`config.mk`:
```
export PLATFORM = sky130hd
export DESIGN_NAME = mux_scan_ctrl
export DESIGN_NICKNAME = d
export VERILOG_FILES = /design/src/rtl/mux_scan_ctrl.sv
export SDC_FILE = /design/constraint.sdc
export NUM_CORES = 1
export LEC_CHECK = 0
export BUFFER_PORTS_ARGS = -buffer_cell sky130_fd_sc_hd__buf_4
export CAP_MARGIN = 0
export CORE_MARGIN = 8
export CORE_UTILIZATION = 30
export DETAILED_ROUTE_END_ITERATION = 10
export PLACE_DENSITY = 0.59
export SYNTH_ARGS = -nofsm -noshare
export SYNTH_HDL_FRONTEND = slang
export SYNTH_SLANG_ARGS = --single-unit
```
`constraint.sdc`:
```
create_clock -name clk -period 6.3 [get_ports clk]
set_clock_uncertainty 0.2 [all_clocks]
set_input_delay 1.26 -clock clk [delete_from_list [all_inputs] [get_ports clk]]
set_output_delay 1.26 -clock clk [all_outputs]
set_load 0.05 [all_outputs]
```
`src/rtl/mux_scan_ctrl.sv`:
```
`timescale 1ns/1ps
// mux_scan_ctrl: walks the 4:1 mux select through 00..11, holds each code
// for DWELL cycles, samples mux_y at the end of each window and publishes
// the packed 4-bit result with a one-cycle valid pulse.
module mux_scan_ctrl #(
  parameter int DWELL = 4
) (
  input  logic       clk,
  input  logic       rst,
  input  logic       start,
  input  logic       mode,
  input  logic       mux_y,
  output logic [1:0] sel,
  output logic [3:0] sample,
  output logic       valid,
  output logic       busy
);

  typedef enum logic {IDLE, SCAN} state_t;

  localparam logic [7:0] LAST = 8'(DWELL - 1);

  state_t      state_q, state_d;
  logic [1:0]  sel_q, sel_d;
  logic [7:0]  cnt_q, cnt_d;
  logic [2:0]  sh_q, sh_d;
  logic [3:0]  sample_q, sample_d;
  logic        valid_q, valid_d;
  logic        busy_q, busy_d;

  // State register; reset discards any partial scan.
  always_ff @(posedge clk) begin
    if (rst) begin
      state_q  <= IDLE;
      sel_q    <= 2'b00;
      cnt_q    <= 8'd0;
      sh_q     <= 3'b000;
      sample_q <= 4'b0000;
      valid_q  <= 1'b0;
      busy_q   <= 1'b0;
    end else begin
      state_q  <= state_d;
      sel_q    <= sel_d;
      cnt_q    <= cnt_d;
      sh_q     <= sh_d;
      sample_q <= sample_d;
      valid_q  <= valid_d;
      busy_q   <= busy_d;
    end
  end

  // Next-state: dwell counting, per-window capture and scan completion.
  always_comb begin
    state_d  = state_q;
    sel_d    = sel_q;
    cnt_d    = cnt_q;
    sh_d     = sh_q;
    sample_d = sample_q;
    valid_d  = 1'b0;
    busy_d   = busy_q;
    unique case (state_q)
      IDLE: begin
        sel_d = 2'b00;
        cnt_d = 8'd0;
        if (start) begin
          state_d = SCAN;
          busy_d  = 1'b1;
        end
      end
      SCAN: begin
        if (cnt_q != LAST) begin
          cnt_d = cnt_q + 8'd1;
        end else begin
          cnt_d = 8'd0;
          if (sel_q != 2'b11) begin
            // Intermediate windows park their sample in the shadow bits.
            sh_d[sel_q] = mux_y;
            sel_d       = sel_q + 2'b01;
          end else begin
            // Last cycle of the scan: publish and decide whether to rescan.
            sample_d = {mux_y, sh_q};
            valid_d  = 1'b1;
            sel_d    = 2'b00;
            if (!mode) begin
              state_d = IDLE;
              busy_d  = 1'b0;
            end
          end
        end
      end
      default: state_d = IDLE;
    endcase
  end

  assign sel    = sel_q;
  assign sample = sample_q;
  assign valid  = valid_q;
  assign busy   = busy_q;

endmodule

```
==> results.yml <==
cts:
  cts_root_buf: "clkbuf_4"
  htree_levels: 1
  cts_made_buffers: 3
  clockBufferDepth: 2
  postCtsResizedCells: 0
  hold_buffers: 0
  post-cts-setup-buffers: 0
  path_clk_slew_ns: 0.11
  clock_sinks: 20
  clk_latency_ns: 0.30
  cts_tree: "built"
setup_path:
  cp.arrival_ns: 0.98
  startpoint: "sel[0]"
  worstReg2RegEnd: "sample[2]"
  cp_cell_sequence: "buf_4"
  end_kind: "primary output"
  crit_slowest_cell: "dfxtp_1"
  critical_path_required_ns: 4.84
  rr_worst_depth: 4
  critPathMaxFanout: 6
  cp.depth: 1
  crit_type: "reg -> out"
  start_kind: "flop"
  worstReg2RegStart: "cnt_q[0]"
  crit_family: "flip-flops"
  path_buf_inv: 1
  worstSetupEndpoint: "sel[0]"
  cpPeakStageDelay_ns: 0.44
  r2r_slack_ns: 4.13
route:
  drt-initial-drc-count: 15
  routedWlPerCell_um: 11.8
  via_count: 686
  ant_nets: 0
  route.detailed.drc: 0
  wirelength_um: 1660
  avgViaCountPerCell: 4.87
  firstDrtPassIters: 4
placement:
  pre_cts_slack_ns: 4.03
  hpwl_um: 1220
  io_buffers: 12
  place_congestion: 0.719
  dp_cells: 137
sta:
  fin_crit_ns: 2.44
  rsz0062_at_grt: "no"
  fin_crit_sh_pct: 38.8
  timing.slew.headroom_pct: 48.8
  worst_pin_slew_ns: 0.761
  setup_slack_ns: 3.86
  hold_violations: 0
  setup_viol: 0
  fin_setup_tns_ns: 0
  fmax_mhz: 409
  drv_slew: 0
die:
  die_height_um: 70.9
  start_util_pct: 30.6
  die_x_um: 70.9
  num_rows: 20
  ios: 13
  core_um2: 2950
  dieArea_um2: 5030
flow_run:
  drv_cap: 0
finish:
  antenna_cells: 0
  finalNonFillerCells: 141
  area_growth_pct: 14.7
  drive_gt1_share_pct: 16.7
  fin_util_pct: 35.1
  final_nets: 119
global_routing:
  globalRoute.totalOverflow: 0
  track_usage_pct: 7.19
  grt_pass1_wl_um: 2940
  antenna_found_initial: 0
  grt_max_degree: 13
  first_global_vias: 673
yosys:
  synth_edf_count: 0
  yosysSeqAreaShare_pct: 44.3
  ys_ff_latch: 20
  async_reset_ff_share_pct: 0
  synth_warnings: 0
  yosysUniqueCellTypes: 24
  yosysTopAreaCell: "dfxtp_1"
  syn_avg_cell_area_um2: 9.52
  synth_top_area_share_pct: 44.3
  synth_commonest_cells: "dfxtp_1 (20), nand2b_1 (9), mux2i_1 (7), nor2_1 (7), a21oi_1 (6)"
  synth.most_common_cell: "dfxtp_1"
  synth_flop_cell: "dfxtp_1"
  synthCells: 95
  syn-num-nets: 105
  syn_area_um2: 905
  synth_area_leaders: "dfxtp_1 (44%), mux2i_1 (7.7%), ha_1 (6.9%)"
min_path:
  min_path_type: "reg -> reg"
power_and_ir_drop:
  ir_worst_vdd_v: 0.000128
  power_density_nw_per_um2: 208
  leakage_nw: 0.426
  power.total_uw: 216
status:
  status: "completed"
==> metal layers <==
metal / track usage (%) / wire, µm / vias to the layer above / share of wire (%)
met1: 7.46 / 737 / 318 / 44
met4: 2.08 / 0 / 0 / 0
met3: 3.67 / 101 / 0 / 6.1
met2: 12.4 / 819 / 10 / 49
met5: 0 / 0 / - / 0
li1: - / - / 358 / -
==> worst reg2reg max path, stage by stage (launching register included) <==
cell	delay (ns)
dfxtp_1	0.41
ha_1	0.28
or3b_2	0.52
or3_1	0.50
mux2i_1	0.16
==> worst min-delay path by stage <==
stage	from	to	slack [ns]	cells past startpoint
after floorplan	cnt_q[0]	cnt_q[0]	0.24	1
final	sample[0]	sample[0]	0.28	2
after CTS	sample[0]	sample[0]	0.28	2
after global placement	cnt_q[0]	cnt_q[0]	0.26	1
after global routing	sample[3]	sample[3]	0.32	2
after detailed placement	sample[0]	sample[0]	0.27	2
==> cell type report <==
class / count / area (µm²)
inverters: 5 / 18.8
flip-flops and latches: 20 / 400
multi-input cells: 67 / 450
repair buffers: 12 / 90.1
fillers: 316 / 1920
well taps: 33 / 41.3
clock buffers: 4 / 36.3
==> cells in the final DEF, fill, tap and decap left out, drive strengths merged, types with 5 or more instances in the layout <==
cell type and n:
dfxtp 20, buf 12, nand2b 9, nor2 7, mux2i 7, a21oi 6, inv 5, nand3 5
o21ai 5, ha 5
==> metrics by stage <==
stage	area (µm²)	hold slack, ns
2_1_floorplan	905	0.241
3_3_place_gp	1000	0.255
3_5_place_dp	1000	0.265
4_1_cts	1040	0.285
5_1_grt	1040	0.317
6_report	1040	0.281
==> power breakdown <==
part	internal, mW	switching, mW	total, mW
combinational	0.00468	0.00604	0.0107
clock	0.0353	0.0403	0.0756
sequential	0.128	0.00143	0.129
==> cell families (layout without fill, tap and decap cells) <==
kind of cell / count (synthesis) / after routing / synth area share (%)
buf+inv: 8 / 21 / 5.95
simple gates: 40 / 40 / 25.3
flops: 20 / 20 / 44.3
mux: 7 / 7 / 7.75
compound gates: 12 / 12 / 6.92
xor+xnor: 3 / 3 / 2.91
fa+ha+maj: 5 / 5 / 6.92
==> sequential cells by signal (all words and copies together) (netlist names) <==
name	flops
sample	4
cnt_q	8
valid	1
busy	1
sel	2
state_q	1
sh_q	3
Power figures use the tool's default switching activity.
